==> src/rtl/link_return_ctrl.sv <==
// Link-back return sequencer: latches LR on request, flushes fetch/decode for
// FLUSH_CYCLES unstalled cycles, then redirects fetch to LR through a ready handshake.
module link_return_ctrl #(
  parameter int FLUSH_CYCLES = 2,
  parameter int PC_W         = 16,
  parameter int CNT_W        = 8
) (
  input  logic             clk_i,
  input  logic             rst_n_i,
  input  logic             link_back_i,
  input  logic [PC_W-1:0]  LR_i,
  input  logic             stall_i,
  input  logic             fetch_ready_i,
  output logic             pc_load_o,
  output logic [PC_W-1:0]  pc_target_o,
  output logic             flush_fetch_o,
  output logic             flush_decode_o,
  output logic             busy_o,
  output logic [CNT_W-1:0] ret_count_o,
  output logic             err_o
);

  typedef enum logic [1:0] {
    ST_IDLE,
    ST_FLUSH,
    ST_REDIRECT
  } state_t;

  state_t           r_state, w_state_next;
  logic [PC_W-1:0]  r_target, w_target_next;
  logic [3:0]       r_cnt, w_cnt_next;
  logic [CNT_W-1:0] r_ret_count, w_ret_count_next;
  logic             r_err, w_err_next;

  always_ff @(posedge clk_i) begin
    if (!rst_n_i) begin
      r_state     <= ST_IDLE;
      r_target    <= '0;
      r_cnt       <= '0;
      r_ret_count <= '0;
      r_err       <= 1'b0;
    end else begin
      r_state     <= w_state_next;
      r_target    <= w_target_next;
      r_cnt       <= w_cnt_next;
      r_ret_count <= w_ret_count_next;
      r_err       <= w_err_next;
    end
  end

  always_comb begin
    w_state_next     = r_state;
    w_target_next    = r_target;
    w_cnt_next       = r_cnt;
    w_ret_count_next = r_ret_count;
    w_err_next       = r_err;
    case (r_state)
      ST_IDLE: begin
        if (link_back_i && !stall_i) begin
          w_target_next = LR_i & ~PC_W'(1);
          w_cnt_next    = 4'(FLUSH_CYCLES - 1);
          w_state_next  = ST_FLUSH;
        end
      end
      ST_FLUSH: begin
        if (link_back_i) w_err_next = 1'b1;
        if (!stall_i) begin
          if (r_cnt == 4'd0) w_state_next = ST_REDIRECT;
          else               w_cnt_next   = r_cnt - 4'd1;
        end
      end
      ST_REDIRECT: begin
        // A request on the completing edge is re-evaluated in IDLE, not flagged.
        if (fetch_ready_i) begin
          w_state_next = ST_IDLE;
          if (r_ret_count != '1) w_ret_count_next = r_ret_count + CNT_W'(1);
        end else if (link_back_i) begin
          w_err_next = 1'b1;
        end
      end
      default: w_state_next = ST_IDLE;
    endcase
  end

  assign flush_fetch_o  = (r_state == ST_FLUSH);
  assign flush_decode_o = (r_state == ST_FLUSH);
  assign pc_load_o      = (r_state == ST_REDIRECT);
  assign pc_target_o    = (r_state == ST_REDIRECT) ? r_target : '0;
  assign busy_o         = (r_state != ST_IDLE);
  assign ret_count_o    = r_ret_count;
  assign err_o          = r_err;

endmodule

==> config.mk <==
export PLATFORM = sky130hd
export DESIGN_NAME = link_return_ctrl
export DESIGN_NICKNAME = d
export VERILOG_FILES = /design/src/rtl/link_return_ctrl.sv
export SDC_FILE = /design/constraint.sdc
export NUM_CORES = 1
export LEC_CHECK = 0
export CAP_MARGIN = 30
export CORE_MARGIN = 2
export CORE_UTILIZATION = 40
export CTS_BUF_LIST = sky130_fd_sc_hd__clkbuf_8
export CTS_CLUSTER_SIZE = 8
export DETAILED_ROUTE_END_ITERATION = 12
export DONT_BUFFER_PORTS = 1
export RECOVER_POWER = 25
export SYNTH_ARGS = -nofsm -noshare
export SYNTH_HDL_FRONTEND = slang
export SYNTH_SLANG_ARGS = --single-unit
==> constraint.sdc <==
create_clock -name clk_i -period 1.6 [get_ports clk_i]
set_input_delay 0.16 -clock clk_i [delete_from_list [all_inputs] [get_ports clk_i]]
set_output_delay 0.16 -clock clk_i [all_outputs]
set_load 0.005 [all_outputs]
==> impl_results.md <==
* Outcome: finished clean
* Die X at 64.1 um
* Die ar. at slightly above 4000 um2
* Post-CTS Hold Buffers at 0
* Pre-CTS WS at 0.116 ns
* Main flop type after synthesis: dfxtp_1
* IO Count at 50
* Maximum fanout along the worst path at 8
* Worst min path class: in -> reg
* RR Endpoint: ret_count_o[7]
* Worst-path clk slew at 0.06 ns
* Crit-path slowest cell: dfxtp_1
* Cell Rows at 21
* Iteration-0 DRC Markers at 30
* Leading area contributor after synthesis: dfxtp_1
* EDFF count, synth at 0
* Initial antenna violation count at 0
* Worst Setup EP: pc_target_o[11]
* Critical Path Stages at 3
* Register area share after synthesis at 41.5%
* Flops & latches, synth at 30
* ANT nets after route at 0
* Final worst-path cycle share at 94.5%
* Vias in the first global route at 1,125
* Final Core Density at 47.6%
* Fmax at ~660 MHz
* Worst Setup SP: r_state[1]
* RSZ-0062 raised after global routing: false
* # diodes at 0
* Sinks on Clock Net at 30
* Fin nets at 201
* Nature of the critical path endpoint: output pin
* Mapped Cells at about 170
* Max_cap viols at 0
* Worst-Skew Late Latency at roughly 0.27 ns
* Hold Path Depth at 2
* Root buf cell: clkbuf_8
* Maximum vdd drop at a little under 600 uV
* Cells along the critical path: nand2b_4 > clkinvlp_4 > and2_1
* Max incr delay on CP at about 0.57 ns
* CP Buf/Inv Count at 1
* Post-synth top cells: 38 x nand2_1, 30 x dfxtp_1, 18 x a21oi_1
* Yosys warns at 0
* Syn Nets at 194
* Leakage at 0.600 nW
* Core ar. at 3420 um2
* Height of the die at between 60 and 70 um
* WL final at 3050 um
* GP Congestion at 0.797
* Final Hold Vio Count at 0
* CTS Buf Count at 5
* Syn Area/Cell at 8.46 um2
* Initial DRT Pass Iterations at 4
* Grt total ovfl at 0
* Type of origin of the critical path: flip-flop
* FFs w/ async S/R, synth at 0%
* WS Path Type: reg -> out
* Largest cells by area after synthesis: dfxtp_1 42%, nand2_1 9.9%, and2_1 6.5%
* CTS tree: built
* Yosys cell types at 40
* Worst path required time at 1.44 ns
* Setup ws final at 0.0879 ns
* Wire length per cell at 13.6 um
* Total Routing Usage GR at 15.5%
* Worst-case clock skew at roughly 0.0045 ns
* Min Tclk post-route at about 1.5 ns
* Top cell type's share of synthesized area at 41.5%
* H-tree levels at 2
* Area growth, synth to finish at 12.4%
* Post-DP HPWL at 2180 um
* Largest net degree at the start of global routing at 18
* Cell area after synthesis at 1450 um2
* R2r setup slk at 0.14 ns
* Vias at ~1,200
* Reg2Reg Depth at 4
* Via density at about 5.1
* Top-count cell post-synth: nand2_1
* Count of final setup violators at 0
* Drc violations at 0
* First-pass GRT wire length at roughly 5000 um
* Sum of negative setup slack at 0 ns
* Starting density of the core at 42.3%
* Slew Viols, Final at 0
* Power Density at 1060 nW/um2
* PortBufs at 0
* Layout cell share with drive strength beyond 1 at 14.6%
* Worst Path Arrival at 1.35 ns
* Crit-path leading delay family: flip-flops
* RR Startpoint: r_state[1]
* Clk buf depth at 2
[metrics by stage]
stage          hold WS (ns)  cell area [um2]  cells  total power [mW]
3_3_place_gp          0.302             1500    215             0.976
3_5_place_dp          0.302             1500    215             0.984
6_report             0.0217             1630    224              1.72
4_1_cts              0.0100             1620    223              1.75
2_1_floorplan         0.296             1450    171             0.956
5_1_grt              0.0164             1630    224              1.81
[flip-flops by register name, indices dropped and copies added (netlist names)]
signal	flops
err_o	1
r_cnt	4
r_state	2
r_target	15
ret_count_o	8
[cell usage in the layout, fill, tap and decap left out, types with 2 or more instances in the layout]
| cell type | count |
|---|---|
| and4bb_2 | 2 |
| clkinvlp_4 | 2 |
| and2_1 | 15 |
| buf_4 | 3 |
| ha_1 | 2 |
| xor2_1 | 4 |
| a21oi_1 | 18 |
| xnor2_1 | 3 |
| dfxtp_2 | 2 |
| inv_1 | 3 |
| nand2b_1 | 2 |
| mux2i_1 | 4 |
| clkbuf_8 | 6 |
| clkbuf_1 | 3 |
| dfxtp_1 | 28 |
| nor2_1 | 14 |
| and4bb_1 | 2 |
| nand2_1 | 38 |
[cells by family (layout without fill, tap and decap cells)]
| group | count (synthesis) | after routing | synth area share [%] |
|---|---|---|---|
| buffers and inverters | 13 | 20 | 5.02 |
| multiplexers | 4 | 4 | 2.77 |
| XOR/XNOR | 7 | 7 | 4.24 |
| flip-flops | 30 | 30 | 41.5 |
| other | 1 | 1 | 0.259 |
| adder cells (fa/ha/maj) | 2 | 2 | 1.73 |
| AND/OR/NAND/NOR | 87 | 87 | 32.4 |
| AO/OA/AOI/OAI | 27 | 27 | 12.1 |
[power breakdown]
part / total (mW) / switching (mW) / internal (mW)
Sequential: 0.809 / 0.0267 / 0.782
Combinational: 0.164 / 0.0903 / 0.0737
Clock: 0.746 / 0.249 / 0.497
Total: 1.72 / 0.366 / 1.35
[worst min path at each step]
stage	start	endpoint
floorplan	LR_i[10]	r_target[10]
global placement	LR_i[6]	r_target[6]
detailed placement	LR_i[6]	r_target[6]
CTS	LR_i[6]	r_target[6]
global route	LR_i[8]	r_target[8]
finish	LR_i[9]	r_target[9]
[per-layer routing]
metal | wire length [um] | global-route usage, % | up-vias
met1 | 1260 | 17.1 | 543
met5 | 0 | 0 | -
met3 | 158 | 4.58 | 5
met4 | 29 | 6.65 | 0
met2 | 1610 | 27.3 | 26
li1 | - | - | 577
[final cells by class]
type | count | area, um2
timing repair buffer | 6 | 33.8
timing repair inverter | 2 | 12.5
clock inverter | 1 | 30.0
sequential | 30 | 603
inverter | 5 | 22.5
fill | 362 | 1790
clock buffer | 6 | 82.6
multi-input combinational | 128 | 783
tap | 46 | 57.6
[what timing repair did]
item	in CTS	in global routing
setup endpoints to repair	15	25
gates resized for setup	4	3
buffers inserted	0	0
gates cloned	1	1
Note: power is estimated with default switching activity, not from simulation.
